[src/rtl/motor_pkg.sv]
// Shared motor-model definitions: quadrature encodings, direction constants,
// accumulator period derivation and quadrature sequencing helper.
package motor_pkg;

   // Encoded directly as {a,b} so the state register drives the pins.
   typedef enum logic [1:0] {
      QUAD_S0 = 2'b00,
      QUAD_S1 = 2'b10,
      QUAD_S2 = 2'b11,
      QUAD_S3 = 2'b01
   } quad_e;

   localparam logic DIR_CW  = 1'b0;
   localparam logic DIR_CCW = 1'b1;

   localparam longint SEC_PER_MIN = 64'sd60;

   function automatic longint period_of(input longint clk_hz);
      return clk_hz * SEC_PER_MIN;
   endfunction

   function automatic quad_e quad_next(input quad_e s, input logic d);
      quad_e n;
      case (s)
         QUAD_S0: n = (d == DIR_CW) ? QUAD_S1 : QUAD_S3;
         QUAD_S1: n = (d == DIR_CW) ? QUAD_S2 : QUAD_S0;
         QUAD_S2: n = (d == DIR_CW) ? QUAD_S3 : QUAD_S1;
         QUAD_S3: n = (d == DIR_CW) ? QUAD_S0 : QUAD_S2;
         default: n = QUAD_S0;
      endcase
      return n;
   endfunction

endpackage

[src/rtl/quad_stepper.sv]
// Quadrature waveform sequencer: a/b state, position counter and, with
// RPM_TO_ENCODER_INDEX_EN defined, the once-per-revolution index output z.
module quad_stepper
   import motor_pkg::*;
#(
   parameter int EDGES_PER_REV = 48
) (
   input  logic        cclk,
   input  logic        rst,
   input  logic        adv,
   input  logic        dir,
   output logic        a,
   output logic        b,
   output logic [15:0] pos
`ifdef RPM_TO_ENCODER_INDEX_EN
   ,
   output logic        z
`endif
);

   localparam logic [15:0] POS_MAX = 16'(4 * EDGES_PER_REV - 1);

   quad_e       state_q, state_d;
   logic [15:0] pos_q, pos_d;

   // Next state and position for one advance in the sampled direction.
   always_comb begin
      state_d = state_q;
      pos_d   = pos_q;
      if (adv) begin
         state_d = quad_next(state_q, dir);
         if (dir == DIR_CW) begin
            pos_d = (pos_q == POS_MAX) ? 16'd0 : pos_q + 16'd1;
         end else begin
            pos_d = (pos_q == 16'd0) ? POS_MAX : pos_q - 16'd1;
         end
      end else begin
         state_d = state_q;
         pos_d   = pos_q;
      end
   end

   // Quadrature state and position registers.
   always_ff @(posedge cclk or posedge rst) begin
      if (rst) begin
         state_q <= QUAD_S0;
         pos_q   <= 16'd0;
      end else begin
         state_q <= state_d;
         pos_q   <= pos_d;
      end
   end

   assign a   = state_q[1];
   assign b   = state_q[0];
   assign pos = pos_q;

`ifdef RPM_TO_ENCODER_INDEX_EN
   logic z_q;

   // Index follows the next position so it moves with the a/b edge.
   always_ff @(posedge cclk or posedge rst) begin
      if (rst) begin
         z_q <= 1'b0;
      end else begin
         z_q <= (pos_d == 16'd0);
      end
   end

   assign z = z_q;
`endif

endmodule

[src/rtl/rpm_to_encoder.sv]
// Quadrature encoder emulator: rpm*gr rate pipeline feeding an exact-rate
// phase accumulator. Optional index output z via RPM_TO_ENCODER_INDEX_EN.
module rpm_to_encoder
   import motor_pkg::*;
#(
   parameter longint CLK_HZ        = 1000000,
   parameter int     EDGES_PER_REV = 48,
   parameter int     ACC_W         = 40
) (
   input  logic        cclk,
   input  logic        rst,
   input  logic        en,
   input  logic [7:0]  rpm,
   input  logic [7:0]  gr,
   input  logic        dir,
   output logic        a,
   output logic        b,
   output logic [15:0] pos
`ifdef RPM_TO_ENCODER_INDEX_EN
   ,
   output logic        z
`endif
);

   localparam longint PERIOD = period_of(CLK_HZ);
   localparam longint QSTEPS = longint'(4 * EDGES_PER_REV);
   localparam logic [ACC_W-1:0] PERIOD_W = ACC_W'(PERIOD);
   localparam logic [ACC_W-1:0] QSTEPS_W = ACC_W'(QSTEPS);

   // The maximum step must stay below PERIOD so one cycle never holds two advances.
   if (64'sd255 * 64'sd255 * QSTEPS >= PERIOD) begin : g_rate_chk
      $error("rpm_to_encoder: 255*255*4*EDGES_PER_REV must be below CLK_HZ*60");
   end
   if ((2 * PERIOD) > ((64'sd1 <<< ACC_W) - 64'sd1)) begin : g_width_chk
      $error("rpm_to_encoder: ACC_W too narrow for 2*PERIOD");
   end

   logic [15:0]      prod_q, prod_d;
   logic [ACC_W-1:0] step_q, step_d;
   logic [ACC_W-1:0] acc_q, acc_d;
   logic [ACC_W-1:0] sum_s;
   logic             adv_s;

   // Rate pipeline and accumulator next-state; acc stays below PERIOD.
   always_comb begin
      prod_d = {8'd0, rpm} * {8'd0, gr};
      step_d = ACC_W'(prod_q) * QSTEPS_W;
      sum_s  = acc_q + step_q;
      acc_d  = acc_q;
      adv_s  = 1'b0;
      if (en) begin
         if (sum_s >= PERIOD_W) begin
            acc_d = sum_s - PERIOD_W;
            adv_s = 1'b1;
         end else begin
            acc_d = sum_s;
            adv_s = 1'b0;
         end
      end else begin
         acc_d = {ACC_W{1'b0}};
         adv_s = 1'b0;
      end
   end

   // Step pipeline and phase accumulator registers.
   always_ff @(posedge cclk or posedge rst) begin
      if (rst) begin
         prod_q <= 16'd0;
         step_q <= {ACC_W{1'b0}};
         acc_q  <= {ACC_W{1'b0}};
      end else begin
         prod_q <= prod_d;
         step_q <= step_d;
         acc_q  <= acc_d;
      end
   end

   quad_stepper #(
      .EDGES_PER_REV (EDGES_PER_REV)
   ) u_stepper (
      .cclk (cclk),
      .rst  (rst),
      .adv  (adv_s),
      .dir  (dir),
      .a    (a),
      .b    (b),
      .pos  (pos)
`ifdef RPM_TO_ENCODER_INDEX_EN
      ,
      .z    (z)
`endif
   );

endmodule

[config.mk]
export PLATFORM = sky130hd
export DESIGN_NAME = rpm_to_encoder
export DESIGN_NICKNAME = d
export VERILOG_FILES = /design/src/rtl/motor_pkg.sv /design/src/rtl/quad_stepper.sv /design/src/rtl/rpm_to_encoder.sv
export SDC_FILE = /design/constraint.sdc
export NUM_CORES = 1
export LEC_CHECK = 0
export CELL_PAD_IN_SITES_DETAIL_PLACEMENT = 0
export CELL_PAD_IN_SITES_GLOBAL_PLACEMENT = 2
export CORE_ASPECT_RATIO = 1.5
export CORE_UTILIZATION = 25
export DETAILED_ROUTE_END_ITERATION = 16
export MAX_ROUTING_LAYER = met4
export PLACE_DENSITY_LB_ADDON = 0.1
export SKIP_CTS_REPAIR_TIMING = 1
export SYNTH_ARGS = -nofsm -noshare
export SYNTH_HDL_FRONTEND = slang
export SYNTH_SLANG_ARGS = --single-unit
[constraint.sdc]
create_clock -name cclk -period 6.6 [get_ports cclk]
set_clock_uncertainty 0.05 [all_clocks]
set_input_delay 0.99 -clock cclk [delete_from_list [all_inputs] [get_ports cclk]]
set_output_delay 0.99 -clock cclk [all_outputs]
set_load 0.01 [all_outputs]
Word level (Yosys, flattened, before mapping)
Cells that the tools add are included.

Add/sub/neg operators: 4. Multiply operators: 2. Magnitude comparators: 1. Equality and inequality tests: 4. Muxes and demuxes: 12. Reductions and logical operators: 2.

Operators by type and width (count): 2-to-1 mux 40 bit (2); 2-to-1 mux 16 bit (3); adder 40 x 24 -> 40 bit (1); greater-or-equal comparator 40 x 26 -> 1 bit (second input constant) (1); subtractor 40 x 26 -> 40 bit (second input constant) (1); multiplier 16 x 2 -> 18 bit (second input constant) (1); adder 16 x 1 -> 16 bit (second input constant) (1); == test 16 x 8 -> 1 bit (second input constant) (1); zero test 16 bit (1); multiplier 8 x 8 -> 16 bit (1); subtractor 16 x 1 -> 16 bit (second input constant) (1); 2-to-1 mux 2 bit (4); case mux 2 bit (4 select lines) (1); == test 2 bit (second input constant) (2); == test 2 x 1 -> 1 bit (second input constant) (1); zero test 2 bit (1); 2-to-1 mux 1 bit (2).

Bits in registers: 92. Bits of input ports: 20.

Depth between registers and ports, before layout
Depth in word-level cells: 4. Mapped depth: 20. Mapped depth without buffers: 20.

By module
Synthesis repeated with hierarchy kept, for this count alone.

Cells, all modules: 941. Area total of the unflattened synthesis: 8360.5 µm².

Modules (own cells, without submodules): rpm_to_encoder (times used 1, cells an instance 761, area each 6841.6 µm², sequential area each 1701.6 µm²); quad_stepper (times used 1, cells an instance 180, area each 1519.0 µm², sequential area each 450.4 µm²).

Worst setup path after synthesis
No wires, ideal clock.

Path type: input to register. Start: input port rpm[3]. End: register prod_q[13]. Setup time: 0.080 ns. Data arrival time: 4.833 ns. Setup slack: 1.637 ns. Stages: 19. Buffers on the path: 0. Cells stage by stage: and2_1 > fa_1 > inv_1 > fa_1 > inv_1 > fa_1 > inv_1 > fa_1 > inv_1 > ha_1 > a21boi_0 > o21ai_0 > a21boi_0 > o21ai_0 > nand2b_1 > a21o_1 > nand2_1 > nor2b_1 > xnor2_1.

Cells in the longest elaborated chain, start to end: 1.

Ends and longest elaborated chain: start: declaration (line rpm_to_encoder.sv:13) `input logic [7:0] rpm,`; multiplier 8 x 8 -> 16 bit (line rpm_to_encoder.sv:46) `prod_d = {8'd0, rpm} * {8'd0, gr};`; via prod_d[13] (line rpm_to_encoder.sv:38) `logic [15:0] prod_q, prod_d;`; end signal: assignment (line rpm_to_encoder.sv:72) `prod_q <= prod_d;`; end: declaration (line rpm_to_encoder.sv:38).

The timed path passes the listed nets, and every way through them passes these cells. A chain may end at the register's enable or synchronous reset.

Final worst setup path
Start: input port rpm[3]. End: register prod_q[15].

Same word-level chain as after synthesis.

==> metrics.md <==
| Metric | Value |
|---|---|
| Vias in the first global route | `7218` |
| Clk buf depth | `2` |
| Final Max Slew Viols | `0` |
| Clock sink count | `86` |
| Area of the mapped netlist | `8390 um2` |
| Fillers | `3617` |
| Core area | `32800 um2` |
| Maximum number of pins on one net before global-route repair | `47` |
| Die height | `226 um` |
| Drt pass-1 iters | `4` |
| Hold Path Class | `reg2reg` |
| First DRT Iteration DRCs | `240` |
| Post-route worst setup slack | `1.15 ns` |
| Setup TNS | `0 ns` |
| Register-to-register setup slack | `1.82 ns` |
| Status | `completed` |
| Hold Vio Cnt, Final | `0` |
| Hold path startpoint | `prod_q[0]` |
| Clock Pin Slew Worst Setup and Hold Paths | `0.07 ns` |
| Synthesis-to-finish area growth | `13.7%` |
| EDFF count, synth | `0` |
| Die ar. | `34300 um2` |
| Port bufs | `37` |
| Hold path depth | `0` |
| Total routed wirelength | `25.4 mm` |
| CP arrival | `5.69 ns` |
| Fin crit share | `82.6%` |
| CTS root buf | `clkbuf_16` |
| Peak supply drop | `0.000157 V` |
| Main synth FF type | `dfrtp_1` |
| Dpl hpwl | `19.8 mm` |
| Crit path cell chain | `clkdlybuf4s50_1, and2_1, fa_1, inv_1, fa_1, inv_1, fa_1, inv_1, fa_1, inv_1, ha_1, a21boi_0, o21ai_0, a21boi_0, o21ai_0, nand2b_1, a21o_1, nand2_1, a21oi_1, xnor2_1` |
| Routed len/inst | `17.9 um` |
| Row cnt | `81` |
| Yosys top cell area share | `25.6%` |
| Critical Path Start | `rpm[3]` |
| R2r startpoint | `step_q[6]` |
| Yosys Warn Count | `0` |
| Max-cap violation count | `0` |
| H-Tree Depth | `3` |
| Inserted Diodes | `0` |
| Delay-heaviest family, CP | `adder cells` |
| Final RePlAce weighted congestion | `0.788` |
| RSZ-0062 raised after global routing | `no` |
| CP Max Fanout | `8` |
| Setup CP Type | `in2reg` |
| Grt total ovfl | `0` |
| Final setup vio count | `0` |
| First-pass GRT wire length | `40.2 mm` |
| Min Tclk post-route | `5.45 ns` |
| Count leader, synth | `inv_1` |
| Worst relative slew slack | `49.1%` |
| Design area | `9540 um2` |
| Vias | `6904` |
| DP Worst Slack | `0.753 ns` |
| Power Density | `512 nW/um2` |
| Hold Path Sink | `step_q[6]` |
| Cell taking the most area after synthesis | `dfrtp_1` |
| Initial antenna violation count | `0` |
| Via/cell ratio | `4.85` |
| Most instantiated cells after synthesis | `inv_1 (91), nor2_1 (89), dfrtp_1 (86)` |
| Post-DP Area | `9220 um2` |
| Final Net Count | `1135` |
| Remaining antenna violation count | `0` |
| Initial Util | `25.6%` |
| Slowest stage delay, CP | `0.55 ns` |
| Crit path capture type | `flop` |
| Sequential area share after synthesis | `25.6%` |
| Avg Cell Area, Syn | `8.57 um2` |
| Reg2reg end | `acc_q[14]` |
| Fmax achieved | `183 MHz` |
| Static leakage | `4.20 nW` |
| Crit-path slowest cell | `clkdlybuf4s50_1` |
| CP bufs+invs | `5` |
| Async SR Flop Fraction | `100%` |
| Worst r2r path cells | `16` |
| Syn_nets | `1111` |
| CP Launch Type | `input pin` |
| Cts bufs inserted | `9` |
| Synth cell types | `76` |
| Synth Instances | `979` |
| Synth Register Bits | `86` |
| Worst-Skew Late Latency | `0.38 ns` |
| Residual DRC count | `0` |
| CP Data Required Time | `6.84 ns` |
| Worst Tran Pin Value | `0.758 ns` |
| Die width | `152 um` |
| CTS tree | `built` |
| Top cells by area, synth | `dfrtp_1 (26%), ha_1 (11%), fa_1 (9.1%)` |
| GRT Total Usage | `16.1%` |
| Share of cells above drive strength 1 | `4.27%` |
| Ports | `38` |
-- metrics by stage --
step / hold WS (ns) / cells / power [mW] / util, %
2_1_floorplan: 0.310 / 979 / 3.46 / -
3_3_place_gp: 0.334 / 1407 / 4.39 / 28.1
3_5_place_dp: 0.339 / 1407 / 4.35 / 28.1
4_1_cts: 0.356 / 1423 / 4.98 / 29.1
5_1_grt: 0.363 / 1423 / 5.37 / 29.1
6_report: 0.347 / 1423 / 4.89 / 29.1
-- logic make-up after synthesis --
logic type | Yosys count | share of synthesized area [%]
and+or+nand+nor | 332 | 20.2
xor gates and xnor gates | 82 | 8.56
AOI/OAI and AO/OA | 235 | 18.9
buffers and inverters | 127 | 5.90
adders and majority gates | 112 | 20.1
DFF | 86 | 25.6
muxes | 5 | 0.626
-- layout make-up --
class	instances	area [um2]	share of cell area (%)
flip-flops and latches	86	2150	22.6
inverters	92	348	3.64
clock buffers	9	225	2.36
multi-input cells	766	5750	60.2
clock inverters	7	96.3	1.01
well taps	415	519	5.44
repair buffers	48	453	4.75
-- cells in the final DEF (no fill, tap or decap), types with 6 or more instances in the layout --
cell type,netlist,layout
fa_1,38,38
and2_1,51,51
inv_1,91,90
clkdlybuf4s50_1,0,37
dfrtp_1,86,86
nor2b_1,8,8
o21a_1,7,7
a31oi_1,13,13
nor2_1,89,89
ha_1,74,74
a21oi_1,57,56
xnor2_1,60,60
a311oi_1,6,6
or2_2,8,8
nor3_1,17,17
and3_1,13,13
nand2_1,62,62
a22o_1,6,6
a211oi_1,11,11
a21o_1,19,19
o211ai_1,9,9
or3_1,11,11
a21boi_0,10,10
nand2b_1,11,11
nand3_1,24,24
o21ai_0,37,37
buf_4,1,11
xor2_1,22,22
clkbuf_16,0,9
nand4_1,10,10
-- worst max path at each step --
stage                     slack [ns]  depth (start not counted)    endpoint
after floorplan                 1.64                         19  prod_q[13]
final                           1.15                         20  prod_q[15]
after detailed placement        0.75                         20  prod_q[15]
after global routing            0.77                         20  prod_q[15]
after CTS                       1.15                         20  prod_q[15]
after global placement          0.79                         19  prod_q[13]
-- layer usage --
metal,vias up,GRT usage (%),part of all wire (%)
met5,-,-,0
met4,0,5.53,1.9
met3,21,1.73,1.7
met2,76,29.7,55
met1,3330,17.5,41
li1,3477,-,-
-- power by group --
part	internal [mW]	total (mW)	switching, mW
Sequential	0.763	0.987	0.224
Combinational	1.42	3.31	1.89
Clock	0.333	0.589	0.257
Total	2.52	4.89	2.37
-- state kept, by name (all words and copies together) (netlist names) --
signal	flops
acc_q	34
u_stepper.state_q	2
u_stepper.pos	16
step_q	18
prod_q	16
-- worst reg2reg max path, delay by kind of cell (launching register included) --
| family | cells | cell delay (ns) |
|---|---|---|
| buf+inv | 3 | 0.59 |
| xor+xnor | 1 | 0.19 |
| fa+ha+maj | 2 | 0.57 |
| simple gates | 3 | 0.77 |
| compound gates | 7 | 2.14 |
| flops | 1 | 0.33 |
Note: power is estimated with default switching activity, not from simulation.
